===== config.mk =====
export PLATFORM = sky130hd
export DESIGN_NAME = imem_loader_flat
export DESIGN_NICKNAME = d
export VERILOG_FILES = /design/src/rtl/imem_loader_if.sv /design/src/rtl/imem_loader.sv /design/src/flat_wrapper.sv
export SDC_FILE = /design/constraint.sdc
export NUM_CORES = 1
export LEC_CHECK = 0
export CORE_MARGIN = 1.5
export CORE_UTILIZATION = 40
export CTS_CLUSTER_SIZE = 30
export DETAILED_ROUTE_END_ITERATION = 7
export SLEW_MARGIN = 20
export SYNTH_ARGS = -nofsm -noshare
export SYNTH_HDL_FRONTEND = slang
export SYNTH_SLANG_ARGS = --single-unit

===== constraint.sdc =====
create_clock -name clk_i -period 5.7 [get_ports clk_i]
set_clock_uncertainty 0.1 [all_clocks]
set_input_delay 1.14 -clock clk_i [delete_from_list [all_inputs] [get_ports clk_i]]
set_output_delay 1.14 -clock clk_i [all_outputs]
set_load 0.05 [all_outputs]

===== src/rtl/imem_loader_if.sv =====
// Byte-stream input and instruction-memory write port of the boot loader.
// master is the loader side; slave is the byte source / memory side.
interface imem_loader_if;
  logic [7:0]  rx_data;
  logic        rx_valid;
  logic        rx_ready;
  logic        imem_we;
  logic [31:0] imem_addr;
  logic [31:0] imem_wdata;

  modport master (
    input  rx_data,
    input  rx_valid,
    output rx_ready,
    output imem_we,
    output imem_addr,
    output imem_wdata
  );

  modport slave (
    output rx_data,
    output rx_valid,
    input  rx_ready,
    input  imem_we,
    input  imem_addr,
    input  imem_wdata
  );
endinterface


===== src/rtl/imem_loader.sv =====
// Boot loader: unpacks a length/payload/checksum byte frame into 32-bit instruction-memory
// writes and keeps the core in reset until a verified image is present.
module imem_loader #(
  parameter int unsigned AddrW = 10
) (
  input  logic             clk_i,
  input  logic             rst_i,
  input  logic             start_i,
  imem_loader_if.master    bus,
  output logic             cpu_reset_o,
  output logic             busy_o,
  output logic             done_o,
  output logic             error_o,
  output logic [AddrW:0]   word_count_o
);

  typedef enum logic [2:0] {
    StIdle, StLenHi, StLenLo, StData, StWrite, StCsum, StDone, StError
  } state_e;

  localparam logic [16:0] Capacity = 17'd1 << AddrW;

  state_e         state_q, state_d;
  logic [15:0]    len_q, len_d;
  logic [23:0]    word_q, word_d;
  logic [7:0]     csum_q, csum_d;
  logic [1:0]     idx_q, idx_d;
  logic [AddrW:0] wc_q, wc_d;
  logic [31:0]    addr_q, addr_d;
  logic [31:0]    wdata_q, wdata_d;

  logic        rx_ready;
  logic        accept;
  logic [15:0] len_n;

  always_comb begin
    rx_ready = (state_q == StLenHi) || (state_q == StLenLo) ||
               (state_q == StData)  || (state_q == StCsum);
  end

  assign accept = bus.rx_valid && rx_ready;
  assign len_n  = {len_q[15:8], bus.rx_data};

  always_comb begin
    state_d = state_q;
    len_d   = len_q;
    word_d  = word_q;
    csum_d  = csum_q;
    idx_d   = idx_q;
    wc_d    = wc_q;
    addr_d  = addr_q;
    wdata_d = wdata_q;

    case (state_q)
      StIdle, StDone, StError: begin
        if (start_i) begin
          wc_d    = '0;
          csum_d  = '0;
          idx_d   = '0;
          state_d = StLenHi;
        end
      end
      StLenHi: begin
        if (accept) begin
          len_d   = {bus.rx_data, 8'h00};
          state_d = StLenLo;
        end
      end
      StLenLo: begin
        if (accept) begin
          len_d = len_n;
          // Full 17-bit compare so lengths above capacity can never wrap.
          if ({1'b0, len_n} > Capacity) begin
            state_d = StError;
          end else if (len_n == 16'd0) begin
            state_d = StCsum;
          end else begin
            state_d = StData;
          end
        end
      end
      StData: begin
        if (accept) begin
          word_d = {word_q[15:0], bus.rx_data};
          csum_d = csum_q ^ bus.rx_data;
          idx_d  = idx_q + 2'd1;
          if (idx_q == 2'd3) begin
            addr_d  = 32'({wc_q, 2'b00});
            wdata_d = {word_q, bus.rx_data};
            state_d = StWrite;
          end
        end
      end
      StWrite: begin
        wc_d = wc_q + 1'b1;
        if (16'(wc_q) + 16'd1 == len_q) begin
          state_d = StCsum;
        end else begin
          state_d = StData;
        end
      end
      StCsum: begin
        if (accept) begin
          state_d = (bus.rx_data == csum_q) ? StDone : StError;
        end
      end
      default: state_d = StIdle;
    endcase
  end

  always_ff @(posedge clk_i or posedge rst_i) begin
    if (rst_i) begin
      state_q <= StIdle;
      len_q   <= '0;
      word_q  <= '0;
      csum_q  <= '0;
      idx_q   <= '0;
      wc_q    <= '0;
      addr_q  <= '0;
      wdata_q <= '0;
    end else begin
      state_q <= state_d;
      len_q   <= len_d;
      word_q  <= word_d;
      csum_q  <= csum_d;
      idx_q   <= idx_d;
      wc_q    <= wc_d;
      addr_q  <= addr_d;
      wdata_q <= wdata_d;
    end
  end

  assign bus.rx_ready   = rx_ready;
  assign bus.imem_we    = (state_q == StWrite);
  assign bus.imem_addr  = addr_q;
  assign bus.imem_wdata = wdata_q;
  assign busy_o         = rx_ready || (state_q == StWrite);
  assign done_o         = (state_q == StDone);
  assign error_o        = (state_q == StError);
  assign cpu_reset_o    = (state_q != StDone);
  assign word_count_o   = wc_q;

endmodule

===== src/flat_wrapper.sv =====
// flat-port wrapper written by rule: the top's interface ports become plain ports
module imem_loader_flat 
#(
  parameter int unsigned AddrW = 10
)
  (clk_i, rst_i, start_i, cpu_reset_o, busy_o, done_o, error_o, word_count_o, bus_rx_data, bus_rx_valid, bus_rx_ready, bus_imem_we, bus_imem_addr, bus_imem_wdata);
  imem_loader_if bus_i ();
  input  logic clk_i;
  input  logic rst_i;
  input  logic start_i;
  output logic cpu_reset_o;
  output logic busy_o;
  output logic done_o;
  output logic error_o;
  output logic [AddrW:0] word_count_o;
  input wire logic [$bits(bus_i.rx_data)-1:0] bus_rx_data;
  input wire logic [$bits(bus_i.rx_valid)-1:0] bus_rx_valid;
  output wire logic [$bits(bus_i.rx_ready)-1:0] bus_rx_ready;
  output wire logic [$bits(bus_i.imem_we)-1:0] bus_imem_we;
  output wire logic [$bits(bus_i.imem_addr)-1:0] bus_imem_addr;
  output wire logic [$bits(bus_i.imem_wdata)-1:0] bus_imem_wdata;
  assign bus_i.rx_data = bus_rx_data;
  assign bus_i.rx_valid = bus_rx_valid;
  assign bus_rx_ready = bus_i.rx_ready;
  assign bus_imem_we = bus_i.imem_we;
  assign bus_imem_addr = bus_i.imem_addr;
  assign bus_imem_wdata = bus_i.imem_wdata;
  imem_loader #(.AddrW(AddrW)) u_core (.clk_i(clk_i), .rst_i(rst_i), .start_i(start_i), .bus(bus_i), .cpu_reset_o(cpu_reset_o), .busy_o(busy_o), .done_o(done_o), .error_o(error_o), .word_count_o(word_count_o));
endmodule

==> results summary, run 1 <==
The flow ran to the end, and the final reports show no timing, DRC or antenna violations. The highest net fanout along the worst path came out at 23. The final-report max-slew violation count is 0. The cell count after synthesis came out at 474. The type of the worst setup path is flip-flop to output port.

The core outline area is 0.0121 mm2. At the pin with the least slew margin, the transition time is 1.06 ns. 93 I/O pins were placed. The design internal power came out at 1.64 mW. The startpoint type of the worst setup path is a flip-flop. The number of levels in the clock H-tree is 3. The horizontal die dimension is 115 um. In the final layout, the share of cells above drive strength 1 is 14.8%.

The aggregate global-route resource usage came out at 16.5%. The relative area change from synthesis to final layout is 20.8%. Setup violations remaining at the end of the flow were counted as 0.

The filler-free cell count of the finished design came out at 707. The post-route antenna net violation count came out at 0. The layout net count is 548. The share of power burned in combinational logic is 34.8%. The remaining max-slew budget at the tightest pin is 29.2%. The total via count in the routed design came out at 3636.

Adding up every negative setup slack in the final design gives 0 ns. After detailed routing, the number of remaining DRC violations is 0. The DRC marker count from the first detailed-route iteration is 206. The number of warnings reported in the yosys synthesis log is 0.

The post-route core utilization came out at 49.9%. Summed over all layers, the global routing overflow is 0. The highest ir drop seen on vdd came out at 269 uV. The total routed wirelength is 10500 um. The tightest min-delay check is of the flip-flop to flip-flop type. The nature of the critical path endpoint is an output port. The clock slew seen by the registers of the worst setup and hold paths came out at 0.07 ns. The post-synthesis async set-or-reset flop share came out at 100%. Clock tree synthesis inserted a total of 9 buffers.

The area share of the largest cell type after synthesis is 53.5%. The area of the die came out at 0.0132 mm2. The net switching power figure is 1.05 mW. The static leakage came out at 2.80 nW. The post-detailed-placement half-perimeter wirelength is 7140 um. The number of hold-repair buffers added at the cts stage is 0.

The fraction of power spent switching nets is 39.1%. The fraction of the cycle the final worst path needs came out at 72.3%. The number of global-route vias before repair came out at 3356.

Dividing total power by cell area gives a power density of 445 mW/mm2. The power share of the clock group is 21.6%. After layout, the minimum clock period comes to 4.12 ns. The maximum number of pins on one net before global-route repair came out at 82.

Synthesis inferred 107 register bits. The repair_antennas step left the layout with diodes totalling 0. The first-pass iteration count of the detailed router is 4. The die outline height is 115 um.

Across all register-to-register paths, the minimum setup slack is 2.81 ns. The weighted congestion at the end of routability-driven global placement came out at 0.834. In this design, the stage delay of the slowest critical-path cell is 0.86 ns. The post-route standard cell area excluding fillers came out at 0.00605 mm2. Among all flip-flop cells after synthesis, the most frequent one is sky130_fd_sc_hd__dfrtp_1. The signal on the critical path passes through nor2_1, nand2_1, inv_2, clkdlybuf4s50_1. The mapped netlist covers 0.00501 mm2. The vias per cell came out at 5.14.

The netlist uses 46 different library cells. The minimum setup slack after placement came out at 1.94 ns. The number of placement rows came out at 40. Yosys attributes the largest share of cell area to sky130_fd_sc_hd__dfrtp_1, sky130_fd_sc_hd__mux2_2, sky130_fd_sc_hd__nand2_1, sky130_fd_sc_hd__o21ai_0, sky130_fd_sc_hd__a22o_1. The global-route wire length before repair is 17200 um. The portion of total power attributed to sequential cells came out at 43.7%.

For this run, the register share of the synthesized area comes to 53.5%. The average detailed-routed wire length per instance is 14.8 um. The initial antenna violation count came to 0. The synthesized area per cell came out at 10.6 um2. The number of sinks driven by the clock tree is 107. Across the run, the number of max-cap violations was 0. The biggest area contributor in the post-synthesis netlist is sky130_fd_sc_hd__dfrtp_1.

Data on the critical path arrives at its endpoint at 2.88 ns. Counting along the longest clock path gives a buffer depth of 2. Among all stages on the critical path, the largest delay is contributed by sky130_fd_sc_hd__clkdlybuf4s50_1. For this configuration, the core starts out at a cell density of 41.3%. Buffers placed on the I/O ports in this run total 71. The number of resized instances in the post-cts repair step is 0. The number of buffers added for setup after CTS is 0. The source-to-sink clock delay at the later pin of the worst-skew pair came out at 0.33 ns. Setup repair after global routing left no endpoint under its margin. The synthesized design contains 0 enable-type register cells. The minimum setup slack in the final design is 1.58 ns. The total cell area at the placement stage came out at 0.00576 mm2. The number of hold-slack violations in the final timing report came to 0. Timing would allow up to 0.243 GHz. TritonCTS built the clock tree. Including well taps, the total number of placed cells is 691. The required time of the critical path came out at 4.46 ns.

The cell at the root of the clock tree is sky130_fd_sc_hd__clkbuf_16.
==> metal layers <==
metal | vias to the layer above | GRT usage (%) | part of all wire, %
met3 | 7 | 2.85 | 4.0
met4 | 0 | 4.94 | 0.99
met1 | 1813 | 24.0 | 48
met2 | 108 | 25.4 | 47
li1 | 1708 | - | -
met5 | - | 0 | 0
==> Yosys cell counts (2+ instances only) <==
cell type,instances
sky130_fd_sc_hd__o22ai_1,2
sky130_fd_sc_hd__nor3_1,4
sky130_fd_sc_hd__o21a_1,2
sky130_fd_sc_hd__mux2_2,50
sky130_fd_sc_hd__nor2_1,16
sky130_fd_sc_hd__clkbuf_1,12
sky130_fd_sc_hd__nand4_1,4
sky130_fd_sc_hd__or2_2,2
sky130_fd_sc_hd__a211oi_1,2
sky130_fd_sc_hd__or3_1,3
sky130_fd_sc_hd__nand3_1,6
sky130_fd_sc_hd__a22o_1,18
sky130_fd_sc_hd__buf_2,11
sky130_fd_sc_hd__o31ai_1,4
sky130_fd_sc_hd__nor2b_1,3
sky130_fd_sc_hd__nand2b_1,4
sky130_fd_sc_hd__nand2_1,96
sky130_fd_sc_hd__ha_1,2
sky130_fd_sc_hd__nor4_1,6
sky130_fd_sc_hd__a21oi_1,9
sky130_fd_sc_hd__a21o_1,2
sky130_fd_sc_hd__a31oi_1,3
sky130_fd_sc_hd__dfrtp_1,107
sky130_fd_sc_hd__inv_1,10
sky130_fd_sc_hd__o21ai_0,32
sky130_fd_sc_hd__xor2_1,6
sky130_fd_sc_hd__nor3_2,2
sky130_fd_sc_hd__xnor2_1,18
sky130_fd_sc_hd__buf_4,21
==> state kept, by name (all words and copies together) (netlist names) <==
| name | cells |
|---|---|
| u_core.len_q | 16 |
| u_core.state_q | 3 |
| u_core.idx_q | 2 |
| u_core.bus.imem_wdata | 32 |
| u_core.word_q | 24 |
| u_core.csum_q | 8 |
| u_core.bus.imem_addr | 11 |
| u_core.word_count_o | 11 |
==> path summary, 6_finish.rpt <==
path | endpoint | startpoint | depth (start not counted)
worst max-delay path | bus_imem_we | u_core.state_q[1]$_DFFE_PP0P_ | 4
worst min-delay path | u_core.word_q[18]$_DFFE_PP0P_ | u_core.word_q[18]$_DFFE_PP0P_ | 2
worst max register to register | u_core.bus.imem_wdata[13]$_DFFE_PP0P_ | u_core.state_q[0]$_DFFE_PP0P_ | 5
worst min register to register | u_core.word_q[18]$_DFFE_PP0P_ | u_core.word_q[18]$_DFFE_PP0P_ | 2
max in group asynchronous | u_core.word_count_o[7]$_DFFE_PP0P_ | rst_i | 3
min in group asynchronous | u_core.bus.imem_wdata[26]$_DFFE_PP0P_ | rst_i | 2
==> power by group through the flow <==
stage | clock network [mW] | logic (mW) | registers (mW)
floorplan | 0 | 0.639 | 1.23
CTS | 0.599 | 0.939 | 1.17
global placement | 0 | 0.919 | 1.18
detailed placement | 0 | 0.934 | 1.19
finish | 0.580 | 0.936 | 1.18
global route | 0.627 | 1.02 | 1.21
==> final cells by class <==
| class | instances | area, um2 |
|---|---|---|
| timing repair buffer | 73 | 726 |
| multi-input combinational | 332 | 2110 |
| clock inverter | 6 | 48.8 |
| tap | 168 | 210 |
| sequential | 107 | 2680 |
| clock buffer | 10 | 229 |
| fill | 1159 | 6060 |
| inverter | 11 | 46.3 |
==> placed cells by master (no fill, tap or decap), types with 3 or more instances in the layout <==
| cell | count |
|---|---|
| sky130_fd_sc_hd__nor2b_1 | 3 |
| sky130_fd_sc_hd__nor4_1 | 6 |
| sky130_fd_sc_hd__mux2_2 | 50 |
| sky130_fd_sc_hd__conb_1 | 21 |
| sky130_fd_sc_hd__xnor2_1 | 18 |
| sky130_fd_sc_hd__o31ai_1 | 4 |
| sky130_fd_sc_hd__nor2_1 | 16 |
| sky130_fd_sc_hd__a31oi_1 | 3 |
| sky130_fd_sc_hd__xor2_1 | 6 |
| sky130_fd_sc_hd__nand4_1 | 4 |
| sky130_fd_sc_hd__nand2_1 | 94 |
| sky130_fd_sc_hd__clkdlybuf4s50_1 | 71 |
| sky130_fd_sc_hd__nand3_1 | 6 |
| sky130_fd_sc_hd__or3_1 | 3 |
| sky130_fd_sc_hd__clkbuf_16 | 9 |
| sky130_fd_sc_hd__inv_1 | 9 |
| sky130_fd_sc_hd__a21oi_1 | 9 |
| sky130_fd_sc_hd__nand2b_1 | 4 |
| sky130_fd_sc_hd__a22o_1 | 18 |
| sky130_fd_sc_hd__dfrtp_1 | 107 |
| sky130_fd_sc_hd__nor3_1 | 4 |
| sky130_fd_sc_hd__o21ai_0 | 32 |
==> critical path, delay by kind of cell, from the launching register on <==
family | cells | cell delay [ns]
buffers and inverters | 2 | 1.16
flip-flops | 1 | 0.63
AND/OR/NAND/NOR | 2 | 0.74
==> kinds of logic after synthesis <==
kind of cell	share of synthesized area, %
and+or+nand+nor	14.2
DFF	53.5
buffers and inverters	5.97
other	0.0749
AOI/OAI and AO/OA	10.3
muxes	11.2
xor gates and xnor gates	4.20
adders and majority gates	0.500
==> stage by stage <==
| step | hold slack [ns] | total power [mW] |
|---|---|---|
| final | 0.382 | 2.69 |
| after global routing | 0.412 | 2.86 |
| after CTS | 0.382 | 2.71 |
| after detailed placement | 0.363 | 2.12 |
| after global placement | 0.361 | 2.10 |
| after floorplan | 0.342 | 1.86 |
Power figures use the tool's default switching activity.
==> inputs of run 2 (changes only) <==
clock period = 4.2 ns   (was 5.7 ns; I/O delays follow)
==> run 2 against run 1 <==
Compared with the run above: register-to-register slack got worse by 1.2 ns; final area increased by 0.62%; first-iteration DRC count fell by 1.9%; utilization rose by 0.31 points; global-route usage up 0.84 points; non-clock buffer count is 4 higher; cell count grew 0.57%; largest power group unchanged; sequential share of layout area down 0.27 points; critical path depth stayed put; critical endpoint unchanged.
==> results summary, run 2 (synthesis gave the netlist of run 1 again) <==
The run finished with clean final reports. The actual slew at the worst max-slew pin is 0.817 ns (-0.241 ns). The post-route antenna net violation count is 0 (unchanged). The die outline height is 115 um (unchanged). The area of the die is 0.0132 mm2 (unchanged). The DRC marker count from the first detailed-route iteration is 202 (-1.9%).

The total I/O pin count came out at 93 (unchanged). The required time of the critical path came out at 3.26 ns (-1.20 ns). The number of hold-slack violations in the final timing report is 0 (unchanged). The flip-flop and latch area is 0.00268 mm2 (unchanged). The footprint of the multi-input gates is 0.00211 mm2 (unchanged). The filler-free cell count of the finished design is 711 (+0.57%).

Setup repair after global routing left no endpoint under its margin. The count of buffers from port buffering came out at 71 (unchanged). The static leakage is 2.83 nW (+0.87%). The number of sinks driven by the clock tree came out at 107 (unchanged). The source-to-sink clock delay at the later pin of the worst-skew pair is 0.34 ns (about the same).

Compared with the post-synthesis result, the final layout area differs by 21.5%. The remaining max-slew budget at the tightest pin came out at 45.5% (+16 points). The maximum count of clock buffers along a single path is 2 (unchanged). The critical path's largest stage delay came out at 0.85 ns (about the same). Walking the worst path, the cells encountered are nor2_1, nand2_1, inv_2, clkdlybuf4s50_1.

The average detailed-routed wire length per instance came out at 15.2 um (+2.2%). The highest net fanout along the worst path is 23 (unchanged). The share of final-layout standard cells stronger than drive strength 1 came out at 15.7% (+0.81 points). The total cell area at the placement stage is 0.00579 mm2 (+0.52%). The critical register-to-register path startpoint is u_core.state_q[0]$_DFFE_PP0P_. The filler cell count in the final layout came to 1161 (+0.17%).

The highest ir drop seen on vdd came out at 303 uV (+13%). The power density over the cells came out at 604 mW/mm2 (+36%). The clock slew seen by the registers of the worst setup and hold paths was 0.07 ns (about the same). The number of inserted diodes came out at 0 (unchanged). The clock tree from TritonCTS is built. The starting density of the core came out at 41.3% (unchanged). The aggregate global-route resource usage is 17.3% (+0.84 points). The initial antenna violation count came out at 0 (unchanged). The number of levels in the clock H-tree came out at 3 (unchanged).

The vias per cell came out at 5.13 (-0.21%). The horizontal die dimension came out at 115 um (unchanged). In this run the worst setup path terminates at bus_imem_we. The number of cells after detailed placement was 695 (+0.58%). The number of remaining DRC errors is 0 (unchanged).

The post-detailed-placement half-perimeter wirelength is 7520 um (+5.3%). The library cell used most frequently in the layout, excluding fill and tap cells, is sky130_fd_sc_hd__dfrtp_1. The worst setup path is launched from a flip-flop. The maximum clock rate is 0.278 GHz. The cell sitting at the root of the clock tree is a sky130_fd_sc_hd__clkbuf_16. The weighted congestion at the end of routability-driven global placement is 0.839 (+0.64%).

The final hold slack is 0.376 ns (-0.00600 ns). The layout net count came out at 552 (+0.73%). The total via count in the routed design came out at 3649 (+0.36%). The max-cap check violation count is 0 (unchanged). The flip-flop count of the largest register, all copies and words added came out at 32 (unchanged). The final-report max-slew violation count is 0 (unchanged).

The global-route wire length before repair is 17800 um (+3.1%). The number of placement rows was 40 (unchanged). The number of hold-repair buffers added at the cts stage came out at 0 (unchanged).

The number of buffers added for setup after CTS is 0 (unchanged). The number of global-route vias before repair is 3465 (+3.2%). The slowest stage of the critical path is the sky130_fd_sc_hd__clkdlybuf4s50_1 cell. The first-pass iteration count of the detailed router is 5 (+1). The arrival time of data at the critical path endpoint came to 2.66 ns (-0.22 ns).

The count of final setup violators came to 0 (unchanged). The path class of the tightest hold or removal check is flip-flop to flip-flop. The maximum number of pins on one net before global-route repair came out at 68 (-17%). The setup slack of the most critical reg-to-reg path came out at 1.59 ns (-1.22 ns). The number of CTS-inserted buffers came out at 9 (unchanged). The number of cell instances on the worst register-to-register path came to 6 (+1). The setup path with the least slack is of type flip-flop to output port. The number of resized instances in the post-cts repair step came out at 0 (unchanged).

The final critical path takes up 85.6% of the cycle. The total routed wirelength came out at 10800 um (+2.8%). In the layout the commonest cells are sky130_fd_sc_hd__dfrtp_1, sky130_fd_sc_hd__nand2_1, sky130_fd_sc_hd__clkdlybuf4s50_1. The total congestion overflow after global routing came out at 0 (unchanged). The critical path starts at u_core.state_q[1]$_DFFE_PP0P_. The worst register-to-register path ends at u_core.bus.imem_addr[11]$_DFFE_PP0P_. The nature of the critical path endpoint is an output port. The summed negative setup slack over all endpoints came out at 0 ns (unchanged). The minimum clock period is 3.60 ns. The core outline area came out at 0.0121 mm2 (unchanged). The post-route standard cell area excluding fillers was 0.00608 mm2 (+0.62%).
## run 2: cell count changes in the layout (fill, tap and decap cells not counted)
cell | previous run | this run
sky130_fd_sc_hd__inv_4 | 0 | 1
sky130_fd_sc_hd__clkbuf_1 | 1 | 0
sky130_fd_sc_hd__clkbuf_8 | 0 | 1
sky130_fd_sc_hd__inv_6 | 2 | 1
sky130_fd_sc_hd__buf_4 | 2 | 6
## run 2: how the worst min path moves through the flow
stage	end	start	cells after the start	slack, ns
after floorplan	u_core.word_q[16]$_DFFE_PP0P_	u_core.word_q[16]$_DFFE_PP0P_	2	0.34
final	u_core.word_q[16]$_DFFE_PP0P_	u_core.word_q[16]$_DFFE_PP0P_	2	0.38
after global routing	u_core.word_q[16]$_DFFE_PP0P_	u_core.word_q[16]$_DFFE_PP0P_	2	0.40
after global placement	u_core.word_q[16]$_DFFE_PP0P_	u_core.word_q[16]$_DFFE_PP0P_	2	0.36
after detailed placement	u_core.word_q[16]$_DFFE_PP0P_	u_core.word_q[16]$_DFFE_PP0P_	2	0.36
after CTS	u_core.word_q[16]$_DFFE_PP0P_	u_core.word_q[16]$_DFFE_PP0P_	2	0.38
## run 2: final cells by class
cell class              instances  area share [%]
flip-flops and latches        107            44.0
multi-input cells             332            34.7
repair buffers                 77            12.4
clock buffers                  10            3.93
well taps                     168            3.45
clock inverters                 6           0.802
inverters                      11           0.720
## run 2: per-layer routing
layer | global-route usage [%] | part of all wire, %
met3 | 3.69 | 5.4
met5 | 0 | 0
met4 | 6.34 | 1.6
met1 | 24.2 | 47
met2 | 26.7 | 46
## run 2: per-stage QoR
step	setup WS [ns]	util [%]	total power [mW]
4_1_cts	0.620	50.2	3.71
6_report	0.605	50.2	3.68
5_1_grt	0.442	50.2	3.92
3_3_place_gp	1.06	47.8	2.85
3_5_place_dp	1.00	47.8	2.89
2_1_floorplan	0.443	-	2.53
## run 2: critical path: cells and delay by family (launching register included)
kind	cells	cell delay, ns
flip-flops	1	0.62
AND/OR/NAND/NOR	2	0.59
buffers and inverters	2	1.10
## run 2: power breakdown
part	internal, mW	switching, mW
clock	0.425	0.387
sequential	1.30	0.287
combinational	0.515	0.760
total	2.24	1.43
==> inputs of run 3 (changes only) <==
HOLD_SLACK_MARGIN = 0.08   (was default)
TNS_END_PERCENT = 5   (was default)
==> results of run 3 <==
No change in the layout: final DEF, timing and power equal those of run 2.
